### src/rtl/pulse_scheduler_pkg.sv
// Shared types and helpers for the pulse scheduler: FSM state encoding and
// the counter-width calculation used by the top level.
package pulse_sched_pkg;

    typedef enum logic [1:0] {
        IDLE,
        PULSE,
        GAP
    } pulse_sched_state_t;

    // Counter must hold PULSE_LEN-1 and GAP_LEN-1; a width of at least 1 is guaranteed.
    function automatic int cnt_width(input int pulse_len, input int gap_len);
        int max_len;
        max_len = (pulse_len > gap_len) ? pulse_len : gap_len;
        return $clog2(max_len + 1);
    endfunction

endpackage

### src/rtl/pulse_scheduler_if.sv
// Requester-side bundle of the pulse scheduler: triggers in, shared strobe and
// per-requester status out. The scheduler uses the slave modport.
interface pulse_scheduler_if #(
    parameter int NUM_REQ = 4
);
    localparam int IDX_W = $clog2(NUM_REQ);

    logic [NUM_REQ-1:0] trigger;
    logic               pulse;
    logic [IDX_W-1:0]   pulse_owner;
    logic [NUM_REQ-1:0] done;
    logic [NUM_REQ-1:0] pending;
    logic               busy;
    logic [NUM_REQ-1:0] overrun;

    modport master (
        output trigger,
        input  pulse, pulse_owner, done, pending, busy, overrun
    );

    modport slave (
        input  trigger,
        output pulse, pulse_owner, done, pending, busy, overrun
    );

endinterface

### src/rtl/rr_arbiter.sv
// Combinational round-robin pick: lowest set request at or above ptr, with wrap.
// The pointer register lives in the caller.
module rr_arbiter #(
    parameter  int NUM_REQ = 4,
    localparam int IDX_W   = $clog2(NUM_REQ)
) (
    input  logic [NUM_REQ-1:0] req,
    input  logic [IDX_W-1:0]   ptr,
    output logic [IDX_W-1:0]   grant_idx,
    output logic               grant_valid
);

    logic [IDX_W-1:0] idx;

    // Scan from the farthest offset down so the nearest request is written last and wins.
    // NOTE: every combinational output gets a default first so no path leaves it unassigned (no latch).
    always_comb begin
        grant_idx   = '0;
        grant_valid = 1'b0;
        idx         = '0;
        for (int i = NUM_REQ - 1; i >= 0; i--) begin
            idx = IDX_W'((int'(ptr) + i) % NUM_REQ);
            if (req[idx]) begin
                grant_idx   = idx;
                grant_valid = 1'b1;
            end
        end
    end

endmodule

### src/rtl/pulse_scheduler.sv
// Shares one timed strobe among NUM_REQ requesters: edge-detected requests, round-robin grants,
// fixed-width pulse plus guard gap. Optional sticky drop flags: PULSE_SCHEDULER_OVERRUN_EN.
module pulse_scheduler
    import pulse_sched_pkg::*;
#(
    parameter  int NUM_REQ   = 4,
    parameter  int PULSE_LEN = 10,
    parameter  int GAP_LEN   = 2,
    localparam int IDX_W     = $clog2(NUM_REQ),
    localparam int CNT_W     = cnt_width(PULSE_LEN, GAP_LEN)
) (
    input logic              clk,
    input logic              reset_n,
    pulse_scheduler_if.slave bus
);

    pulse_sched_state_t state, state_n;
    logic [CNT_W-1:0]   cnt, cnt_n;
    logic [NUM_REQ-1:0] trigger_d;
    logic [NUM_REQ-1:0] pending, pending_n;
    logic [NUM_REQ-1:0] done_q, done_n;
    logic [NUM_REQ-1:0] clr;
    logic [NUM_REQ-1:0] trig_edge;
    logic               pulse_q, pulse_n;
    logic [IDX_W-1:0]   owner_q, owner_n;
    logic [IDX_W-1:0]   rr_ptr, rr_n;
    logic [IDX_W-1:0]   grant_idx;
    logic               grant_valid;

    assign trig_edge = bus.trigger & ~trigger_d;

    rr_arbiter #(.NUM_REQ(NUM_REQ)) u_arb (
        .req         (pending),
        .ptr         (rr_ptr),
        .grant_idx   (grant_idx),
        .grant_valid (grant_valid)
    );

    always_comb begin
        state_n = state;
        cnt_n   = cnt;
        pulse_n = 1'b0;
        owner_n = owner_q;
        done_n  = '0;
        clr     = '0;
        rr_n    = rr_ptr;
        unique case (state)
            IDLE: begin
                if (grant_valid) begin
                    state_n        = PULSE;
                    pulse_n        = 1'b1;
                    owner_n        = grant_idx;
                    clr[grant_idx] = 1'b1;
                    cnt_n          = CNT_W'(PULSE_LEN - 1);
                    rr_n           = (grant_idx == IDX_W'(NUM_REQ - 1)) ? '0 : grant_idx + IDX_W'(1);
                end
            end
            PULSE: begin
                if (cnt != '0) begin
                    cnt_n   = cnt - CNT_W'(1);
                    pulse_n = 1'b1;
                end else begin
                    done_n[owner_q] = 1'b1;
                    if (GAP_LEN > 0) begin
                        state_n = GAP;
                        cnt_n   = CNT_W'(GAP_LEN - 1);
                    end else begin
                        state_n = IDLE;
                    end
                end
            end
            GAP: begin
                if (cnt != '0) cnt_n = cnt - CNT_W'(1);
                else           state_n = IDLE;
            end
            default: state_n = IDLE;
        endcase
        // A new edge in the grant cycle re-queues the requester: set wins over clear.
        pending_n = (pending & ~clr) | trig_edge;
    end

    // NOTE: sequential state is updated with non-blocking assignments only, so every flop samples pre-edge values.
    always_ff @(posedge clk or negedge reset_n) begin
        if (!reset_n) begin
            state     <= IDLE;
            cnt       <= '0;
            trigger_d <= '0;
            pending   <= '0;
            done_q    <= '0;
            pulse_q   <= 1'b0;
            owner_q   <= '0;
            rr_ptr    <= '0;
        end else begin
            state     <= state_n;
            cnt       <= cnt_n;
            trigger_d <= bus.trigger;
            pending   <= pending_n;
            done_q    <= done_n;
            pulse_q   <= pulse_n;
            owner_q   <= owner_n;
            rr_ptr    <= rr_n;
        end
    end

`ifdef PULSE_SCHEDULER_OVERRUN_EN
    logic [NUM_REQ-1:0] overrun_q;

    always_ff @(posedge clk or negedge reset_n) begin
        if (!reset_n) overrun_q <= '0;
        else          overrun_q <= overrun_q | (trig_edge & pending & ~clr);
    end

    assign bus.overrun = overrun_q;
`else
    assign bus.overrun = '0;
`endif

    assign bus.pulse       = pulse_q;
    assign bus.pulse_owner = owner_q;
    assign bus.done        = done_q;
    assign bus.pending     = pending;
    assign bus.busy        = (state != IDLE);

endmodule
### src/flat_wrapper.sv
// flat-port wrapper written by rule: the top's interface ports become plain ports
module pulse_scheduler_flat import pulse_sched_pkg::*;
#(
    parameter  int NUM_REQ   = 4,
    parameter  int PULSE_LEN = 10,
    parameter  int GAP_LEN   = 2,
    localparam int IDX_W     = $clog2(NUM_REQ),
    localparam int CNT_W     = cnt_width(PULSE_LEN, GAP_LEN)
)
  (clk, reset_n, bus_trigger, bus_pulse, bus_pulse_owner, bus_done, bus_pending, bus_busy, bus_overrun);
  pulse_scheduler_if #(.NUM_REQ(NUM_REQ)) bus_i ();
  input logic clk;
  input logic reset_n;
  input wire logic [$bits(bus_i.trigger)-1:0] bus_trigger;
  output wire logic [$bits(bus_i.pulse)-1:0] bus_pulse;
  output wire logic [$bits(bus_i.pulse_owner)-1:0] bus_pulse_owner;
  output wire logic [$bits(bus_i.done)-1:0] bus_done;
  output wire logic [$bits(bus_i.pending)-1:0] bus_pending;
  output wire logic [$bits(bus_i.busy)-1:0] bus_busy;
  output wire logic [$bits(bus_i.overrun)-1:0] bus_overrun;
  assign bus_i.trigger = bus_trigger;
  assign bus_pulse = bus_i.pulse;
  assign bus_pulse_owner = bus_i.pulse_owner;
  assign bus_done = bus_i.done;
  assign bus_pending = bus_i.pending;
  assign bus_busy = bus_i.busy;
  assign bus_overrun = bus_i.overrun;
  pulse_scheduler #(.NUM_REQ(NUM_REQ), .PULSE_LEN(PULSE_LEN), .GAP_LEN(GAP_LEN)) u_core (.clk(clk), .reset_n(reset_n), .bus(bus_i));
endmodule
### config.mk
export PLATFORM = sky130hd
export DESIGN_NAME = pulse_scheduler_flat
export DESIGN_NICKNAME = d
export VERILOG_FILES = /design/src/rtl/pulse_scheduler_pkg.sv /design/src/rtl/pulse_scheduler_if.sv /design/src/rtl/rr_arbiter.sv /design/src/rtl/pulse_scheduler.sv /design/src/flat_wrapper.sv
export SDC_FILE = /design/constraint.sdc
export NUM_CORES = 1
export LEC_CHECK = 0
export BUFFER_PORTS_ARGS = -buffer_cell sky130_fd_sc_hd__buf_2
export CAP_MARGIN = 25
export CORE_MARGIN = 2
export CORE_UTILIZATION = 27
export DETAILED_ROUTE_END_ITERATION = 7
export GPL_ROUTABILITY_DRIVEN = 0
export PLACE_DENSITY_LB_ADDON = 0.1
export SLEW_MARGIN = 40
export SYNTH_ARGS = -nofsm -noshare
export SYNTH_HDL_FRONTEND = slang
export SYNTH_SLANG_ARGS = --single-unit
### constraint.sdc
create_clock -name clk -period 1.92 [get_ports clk]
set_input_delay 0.384 -clock clk [delete_from_list [all_inputs] [get_ports clk]]
set_output_delay 0.384 -clock clk [all_outputs]
set_load 0.01 [all_outputs]
# ---- Yosys cells after proc, flatten, opt, wreduce, memory -nomap -nowiden
# Index checks and enable logic that the tools add are counted.
dict set report totals {
  reg_bits 23
  input_bits 6
  out_inout_bits 16
}
dict set report op_classes {
  n_mux 36
  reduce_logical 9
  n_addsub 5
  n_lt_le_gt_ge 8
  n_eq_ne 7
  bitwise_logic 5
}
# operator count
set op_table {}
lappend op_table {{4-bit two-way mux} 7}
lappend op_table {{2-bit by 3-bit less-than comparator with 1-bit output, second input constant} 6}
lappend op_table {{2-bit two-way mux} 8}
lappend op_table {{1-bit two-way mux} 12}
lappend op_table {{4-bit case mux with 3 select lines} 1}
lappend op_table {{4-bit AND} 2}
lappend op_table {{1-bit binary-select mux with 2-bit select} 4}
lappend op_table {{4-bit inverter} 2}
lappend op_table {{2-bit case mux with 3 select lines} 1}
lappend op_table {{3-bit AND reduction} 2}
lappend op_table {{2-bit by 1-bit adder with 2-bit output, second input constant} 2}
lappend op_table {{2-bit adder, second input constant} 2}
lappend op_table {{1-bit demux with 2-bit select} 2}
lappend op_table {{2-bit == test, second input constant} 2}
lappend op_table {{2-bit by 1-bit >= comparator with 1-bit output, second input constant} 2}
lappend op_table {{2-bit by 1-bit != test with 1-bit output, second input constant} 2}
lappend op_table {{2-bit != test, second input constant} 2}
lappend op_table {{4-bit bitwise OR} 1}
lappend op_table {{4-bit nonzero test} 1}
lappend op_table {{4-bit by 1-bit subtractor with 4-bit output, second input constant} 1}
lappend op_table {{3-bit nonzero test} 1}
lappend op_table {{2-bit by 1-bit == test with 1-bit output, second input constant} 1}
lappend op_table {{1-bit logical AND} 2}
lappend op_table {{2-bit zero test} 1}
lappend op_table {{3 further kinds} 3}

# ---- Longest topological paths before layout
# Gate-level depths: netlist of the first run.
dict set report depth {
  word_depth 16
  mapped_depth 8
}

# ---- Cells and area by module
# A second synthesis of the first run with hierarchy kept.
dict set report hier_totals {
  hier_cells 117
  area_unflattened_um2 1158.6
}
# module area_each_um2 cells_per_inst instances
set by_module_without_submodules {}
lappend by_module_without_submodules {pulse_scheduler 1081.0 104 1}
lappend by_module_without_submodules {rr_arbiter 77.6 13 1}

# ---- Worst setup path before layout of the first run
# OpenSTA, ideal clock, no wires.
dict set report synth_path {
  path_kind {register -> register}
  startpoint {register u_core.cnt[0]}
  endpoint {register u_core.cnt[2]}
  t_arrival_ps 1573
  period_less_slack_ps 1694
  path_stages_with_launch 7
  setup_slack_ps 226
  cell_sequence {dfrtp_1 inv_1 ha_1 or3b_2 o21ai_1 o21ai_0 a22o_1}
}
dict set report synth_via {
  elab_chain_len 3
}
# element line_no
set synth_lines {}
lappend synth_lines {{start: declaration} pulse_scheduler.sv:18} ;# logic [CNT_W-1:0] cnt, cnt_n;
lappend synth_lines {{start signal: assignment} pulse_scheduler.sv:95} ;# cnt <= cnt_n;
lappend synth_lines {{4-bit by 1-bit subtractor with 4-bit output / 4-bit nonzero test (equally long branches)} {pulse_scheduler.sv:60, pulse_scheduler.sv:73, pulse_scheduler.sv:59}}
lappend synth_lines {{4-bit two-way mux, or another cell as far along} pulse_scheduler.sv:73} ;# if (cnt != '0) cnt_n = cnt - CNT_W'(1);
lappend synth_lines {{4-bit case mux with 3 select lines / 3-bit AND reduction (equally long branches)} n/a}
# Several ways; a longest one is shown, not always the timed one. The select of a mux whose other input is x is not followed.
# A chain may end at the register's enable or synchronous reset.

# ---- Worst setup path in the final report of the first run
# Ends and elaborated chain as after synthesis.

==> out/qor.yml, run 1 <==
status:
  status: "finished, final reports clean"
power:
  comb_power_share_pct: 2.7
  power.leakage_nw: 0.749
  irDropWorstVdd_mv: 0.226
  p_int_w: 0.000639
  p_per_area_nw_per_um2: 571
  p_sw_share_pct: 21.9
  p_seq_share_pct: 60.1
  netSwitchingPower_w: 0.000180
  p_clk_share_pct: 37.2
  p_total_w: 0.000819
final_layout:
  drive_gt1_share_pct: 24.1
  layout_common_cells: "23 x dfrtp_1, 17 x buf_2, 14 x inv_1"
  mostFrequentLayoutCell: "dfrtp_1"
  nets: 162
  antenna_cells: 0
  final_area_um2: 1430
  syn_to_final_growth_pct: 19.4
routing:
  wl_per_cell_um: 12.3
  drtPass1Iterations: 4
  drc_errors: 0
  wl_mm: 2.42
  vias: 901
  antenna_left: 0
  drt-initial-drc-count: 29
  routed_via_density: 4.57
sta:
  finClkSkew_ns: 0.00166
  worstMarginPinSlew_ns: 0.539
  fmax_ghz: 0.562
  grt_setup_unrepaired: "false"
  finalWorstSetupSlack_ns: 0.140
  post-route-period-util_pct: 92.7
  hold_viol_final: 0
  slew_violations: 0
  finalCriticalPeriod_ns: 1.78
  finalSetupTns_ns: 0
  setup_viol: 0
  slew_headroom_pct: 64.1
yosys:
  yosys.cell_types.count: 29
  synth_cells: 121
  ys_seq_elements: 23
  ys_seq_area_share_pct: 47.9
  avgSynthCellArea_um2: 9.93
  yosysWarnings: 0
  synth_area_um2: 1200
clock_tree:
  htree_levels: 1
  cts_tree: "yes"
  numCtsBuffers: 3
  clockRootBuffer: "clkbuf_8"
  clock_latency_ns: 0.26
  cts.clk_slew.worst_paths_ns: 0.08
  holdBufCountCts: 0
  cts_max_path_buffers: 2
  clock_sinks: 23
setup_path:
  critPathMaxStageDelay_ns: 0.50
  cp_top_family: "simple AND/OR/NAND/NOR gates"
  path_buf_inv: 1
  cpMaxStageDelayCell: "or3b_2"
  reg2regPathDepth: 6
  cp.depth: 6
  crit_path_start_kind: "flop"
  worstPathRequired_ns: 2.08
  cp_max_fo: 4
  arrival_ns: 1.94
  worst_setup_path_end_kind: "flop"
  crit_chain: "inv_2, ha_1, or3b_2, o21ai_2, o21ai_0, a22o_1"
  worstSetupPathType: "flop to flop"
placement:
  post_dp_cell_area_um2: 1370
  portBuffers: 17
  dp_hpwl_mm: 1.86
  post-place-ws_ns: 0.0488
die:
  die_h_um: 70.7
  die-area_um2: 5000
  core-area_um2: 4320
  dieWidth_um: 70.7
  top_level_ports: 22
  rows: 24
  start_util_pct: 27.8
min_path:
  holdCritPathClass: "primary input to async pin"
grt:
  grt_pass1_wl_mm: 4.16
  grt_pass1_vias: 889
  antenna_found_initial: 0
  grt_max_degree: 24
  grt.overflow.total: 0
  gr-usage-all-layers_pct: 10.4
job:
  maxCapViolCount: 0
worst reg2reg max path, delay by kind of cell (launching register included):
| kind | cells | cell delay (ns) |
|---|---|---|
| buffers and inverters | 1 | 0.08 |
| AND/OR/NAND/NOR | 1 | 0.50 |
| AO/OA/AOI/OAI | 3 | 0.50 |
| flip-flops | 1 | 0.41 |
| adder cells (fa/ha/maj) | 1 | 0.18 |
cell usage after synthesis (all sizes together):
| cell type | number | share of area, % |
|---|---|---|
| nor3 | 4 | 1.7 |
| nand2b | 3 | 1.6 |
| buf | 4 | 2.5 |
| nor2 | 7 | 2.2 |
| a211o | 2 | 1.5 |
| or3 | 1 | 0.52 |
| nor4 | 1 | 1.8 |
| o21ai | 12 | 5.0 |
| a221o | 1 | 0.83 |
| conb | 1 | 0.31 |
| mux2 | 3 | 2.8 |
| nor2b | 1 | 0.52 |
| o22a | 1 | 0.73 |
| or3b | 1 | 0.73 |
| a21oi | 7 | 2.9 |
| o21a | 1 | 0.63 |
| a221oi | 1 | 1.2 |
| a22o | 2 | 1.5 |
| clkbuf | 1 | 0.31 |
| and3 | 1 | 0.52 |
| dfrtp | 23 | 48 |
| o22ai | 1 | 0.52 |
| ha | 10 | 10 |
| inv | 15 | 4.7 |
| nand3 | 1 | 0.42 |
| nor3b | 3 | 2.3 |
| nand2 | 13 | 4.1 |
power groups by stage:
stage | combinational (W) | sequential [W] | clock [W]
after detailed placement | 0.0000236 | 0.000501 | 0
after CTS | 0.0000236 | 0.000492 | 0.000322
after floorplan | 0.0000115 | 0.000501 | 0
after global routing | 0.0000263 | 0.000492 | 0.000342
after global placement | 0.0000228 | 0.000501 | 0
final | 0.0000221 | 0.000492 | 0.000305
worst paths after layout:
path | from | end | slack [ns]
min reg2reg | u_core.trigger_d[3]$_DFF_PN0_ | u_core.bus.pending[3]$_DFF_PN0_ | 0.42
max | u_core.cnt[0]$_DFFE_PN0P_ | u_core.cnt[2]$_DFFE_PN0P_ | 0.14
min | reset_n | u_core.cnt[2]$_DFFE_PN0P_ | 0.09
max in group asynchronous | reset_n | u_core.trigger_d[3]$_DFF_PN0_ | 1.47
max reg2reg | u_core.cnt[0]$_DFFE_PN0P_ | u_core.cnt[2]$_DFFE_PN0P_ | 0.14
min in group clk | bus_trigger[2] | u_core.trigger_d[2]$_DFF_PN0_ | 0.23
what timing repair did:
action | CTS | global route
setup endpoints to repair | 0 | 3
buffers inserted | 0 | 0
resized for setup | 0 | 4
layout make-up:
type                       count  area, um^2
sequential                    23         576
clock inverter                 1        5.00
clock buffer                   3        41.3
tap                           52        65.1
multi-input combinational     81         568
timing repair buffer          22         123
inverter                      15        56.3
fill                         472        2890
state kept, by name, indices dropped and copies added, names as in the netlist:
name                    flops
u_core.state                2
u_core.bus.done             4
u_core.cnt                  4
u_core.bus.pending          4
u_core.rr_ptr               2
u_core.bus.pulse            1
u_core.trigger_d            4
u_core.bus.pulse_owner      2
routing by layer:
layer | vias to the layer above | GRT usage [%] | share of wire [%]
met5 | - | 0 | 0
met4 | 0 | 3.77 | 0.70
met3 | 2 | 2.71 | 4.9
met2 | 21 | 15.5 | 45
met1 | 433 | 14.6 | 49
li1 | 445 | - | -
through the flow:
| stage | util (%) | hold WS, ns | instances |
|---|---|---|---|
| after detailed placement | 31.6 | 0.410 | 193 |
| after CTS | 32.7 | 0.117 | 197 |
| final | 33.2 | 0.0932 | 197 |
| after global placement | 31.6 | 0.398 | 193 |
| after floorplan | - | 0.0884 | 124 |
| after global routing | 33.2 | 0.131 | 197 |
cells by family (layout without fill, tap and decap cells):
logic type	count (synthesis)	count (layout)	synth area share [%]
other	1	4	0.312
flip-flops	23	23	47.9
multiplexers	3	3	2.81
AO/OA/AOI/OAI	28	28	14.8
adder cells (fa/ha/maj)	10	10	10.4
AND/OR/NAND/NOR	36	36	16.3
buffers and inverters	20	41	7.50
No activity file was read; power rests on OpenSTA's default activity.
==> inputs of run 2 (changes only) <==
==> constraint.sdc (replaced) <==
create_clock -name clk -period 1.5 [get_ports clk]
set_input_delay 0.3 -clock clk [delete_from_list [all_inputs] [get_ports clk]]
set_output_delay 0.3 -clock clk [all_outputs]
set_load 0.01 [all_outputs]
==> run 2 against run 1 <==
The run now ends with setup timing left. Global-route usage grew 1.3 points. Power increased by 30%. Via count up 13%. Critical path depth unchanged. Sequential share of layout area is 9.0 points lower. Non-clock buffer count up 28. Fmax rose by 8.7%. Wire length rose by 21%. Worst hold slack lost 0.089 ns. Core utilization increased by 10 points. Sequential power up 28%. Critical path type unchanged. Critical endpoint is now u_core.cnt[1]$_DFFE_PN0P_. Largest power group unchanged.
==> out/qor.yml, run 2 (synthesis results as in run 1) <==
setup_path:
  cp_max_fo: 4
  worstSetupPathType: "flop to flop"
  crit_path_start_kind: "flop"
  arrival_ns: 1.84
  cp_top_family: "simple AND/OR/NAND/NOR gates"
  cpMaxStageDelayCell: "a221o_1"
  crit_chain: "inv_2, ha_4, nor3b_4, a221o_1, or3_1, o21ai_1"
  critPathMaxStageDelay_ns: 0.38
  worst_setup_path_end_kind: "flop"
  crit_start: "u_core.cnt[1]$_DFFE_PN0P_"
  worstPathRequired_ns: 1.70
  path_buf_inv: 1
  rr_startpoint: "u_core.cnt[1]$_DFFE_PN0P_"
sta:
  fmax_ghz: 0.611
  setup_viol: 11
  slew_headroom_pct: 63.7
  slew_violations: 0
  finalSetupTns_ns: -0.656
  finalCriticalPeriod_ns: 1.64
  worstMarginPinSlew_ns: 0.544
  finClkSkew_ns: 0.00128
  post-route-period-util_pct: 109
  hold_viol_final: 0
  grt_setup_unrepaired: "true"
  finalWorstSetupSlack_ns: -0.138
final_layout:
  antenna_cells: 0
  utilization_pct: 43.3
  drive_gt1_share_pct: 58.4
  nets: 190
  mostFrequentLayoutCell: "buf_4"
  layout_common_cells: "27 x buf_4, 17 x dfrtp_1, 16 x buf_2"
  syn_to_final_growth_pct: 56.0
  multi_input_area_um2: 756
  seq_area_um2: 583
  fillers: 431
grt:
  grt_pass1_vias: 987
  antenna_found_initial: 0
  gr-usage-all-layers_pct: 11.6
  grt_max_degree: 24
  grt_pass1_wl_mm: 4.69
  grt.overflow.total: 0
routing:
  drtPass1Iterations: 4
  wl_per_cell_um: 13.0
  drc_errors: 0
  vias: 1019
  drt-initial-drc-count: 28
  antenna_left: 0
  routed_via_density: 4.53
  wl_mm: 2.93
die:
  die_h_um: 70.7
  start_util_pct: 27.8
  die-area_um2: 5000
  core-area_um2: 4320
  dieWidth_um: 70.7
  rows: 24
  top_level_ports: 22
min_path:
  holdCritPathClass: "primary input to async pin"
clock_tree:
  cts.clk_slew.worst_paths_ns: 0.09
  cts_tree: "yes"
  cts_max_path_buffers: 2
  clock_sinks: 23
  htree_levels: 1
  numCtsBuffers: 3
  holdBufCountCts: 0
  clockRootBuffer: "clkbuf_8"
  clock_latency_ns: 0.27
power:
  p_per_area_nw_per_um2: 568
  irDropWorstVdd_mv: 0.268
  power.leakage_nw: 0.917
placement:
  post-place-ws_ns: -0.146
  portBuffers: 17
  dp_hpwl_mm: 1.97
status:
  violations: "setup timing"
  status: "complete, but fails checks"
job:
  maxCapViolCount: 0
[run 2: cell types whose count changed in the layout (fill, tap and decap cells not counted), sizes merged]
cell	change
buf	+28
[run 2: metrics by stage]
stage | total power, W | hold WS (ns) | instances | cell area, um^2
after global placement | 0.000672 | 0.312 | 207 | 1530
after detailed placement | 0.000674 | 0.323 | 207 | 1530
after floorplan | 0.000657 | 0.00441 | 124 | 1280
final | 0.00106 | 0.00433 | 225 | 1870
after global routing | 0.00111 | 0.0477 | 225 | 1870
after CTS | 0.00108 | 0.0198 | 218 | 1690
[run 2: where the power goes]
| group | internal, W | total, W | leakage [nW] | switching (W) |
|---|---|---|---|---|
| Clock | 0.000186 | 0.000402 | 0.0255 | 0.000216 |
| Sequential | 0.000626 | 0.000630 | 0.269 | 0.00000445 |
| Combinational | 0.00000817 | 0.0000314 | 0.623 | 0.0000232 |
[run 2: layer usage]
| metal | wire length (um) | track usage (%) | up-vias | part of all wire [%] |
|---|---|---|---|---|
| met5 | 0 | 0 | - | 0 |
| met4 | 32 | 3.77 | 0 | 1.1 |
| met3 | 81 | 2.28 | 4 | 2.8 |
| met2 | 1430 | 18.5 | 14 | 49 |
| met1 | 1390 | 16.0 | 495 | 47 |
| li1 | - | - | 506 | - |
[run 2: worst paths after layout]
kind | end | slack [ns] | depth (start not counted)
max | u_core.cnt[1]$_DFFE_PN0P_ | -0.14 | 6
min in group clk | u_core.trigger_d[2]$_DFF_PN0_ | 0.14 | 1
max in group asynchronous | u_core.bus.pending[3]$_DFF_PN0_ | 1.10 | 1
min | u_core.bus.done[3]$_DFF_PN0_ | 0.004 | 1
max reg2reg | u_core.cnt[1]$_DFFE_PN0P_ | -0.14 | 6
min reg2reg | u_core.bus.pending[2]$_DFF_PN0_ | 0.40 | 1
[run 2: area by class of cell]
class	count	area share (%)
Sequential cell	23	31.1
Clock inverter	1	0.267
Timing Repair Buffer	50	19.5
Inverter	15	3.14
Tap cell	52	3.47
Multi-Input combinational cell	81	40.3
Clock buffer	3	2.20
[run 2: timing repair]
item / 4_1_cts / 5_1_grt
buffers inserted: 7 / 8
pin swaps: 8 / 18
gates cloned: 0 / 0
endpoints found under the setup margin: 13 / 19
gates resized for setup: 18 / 36
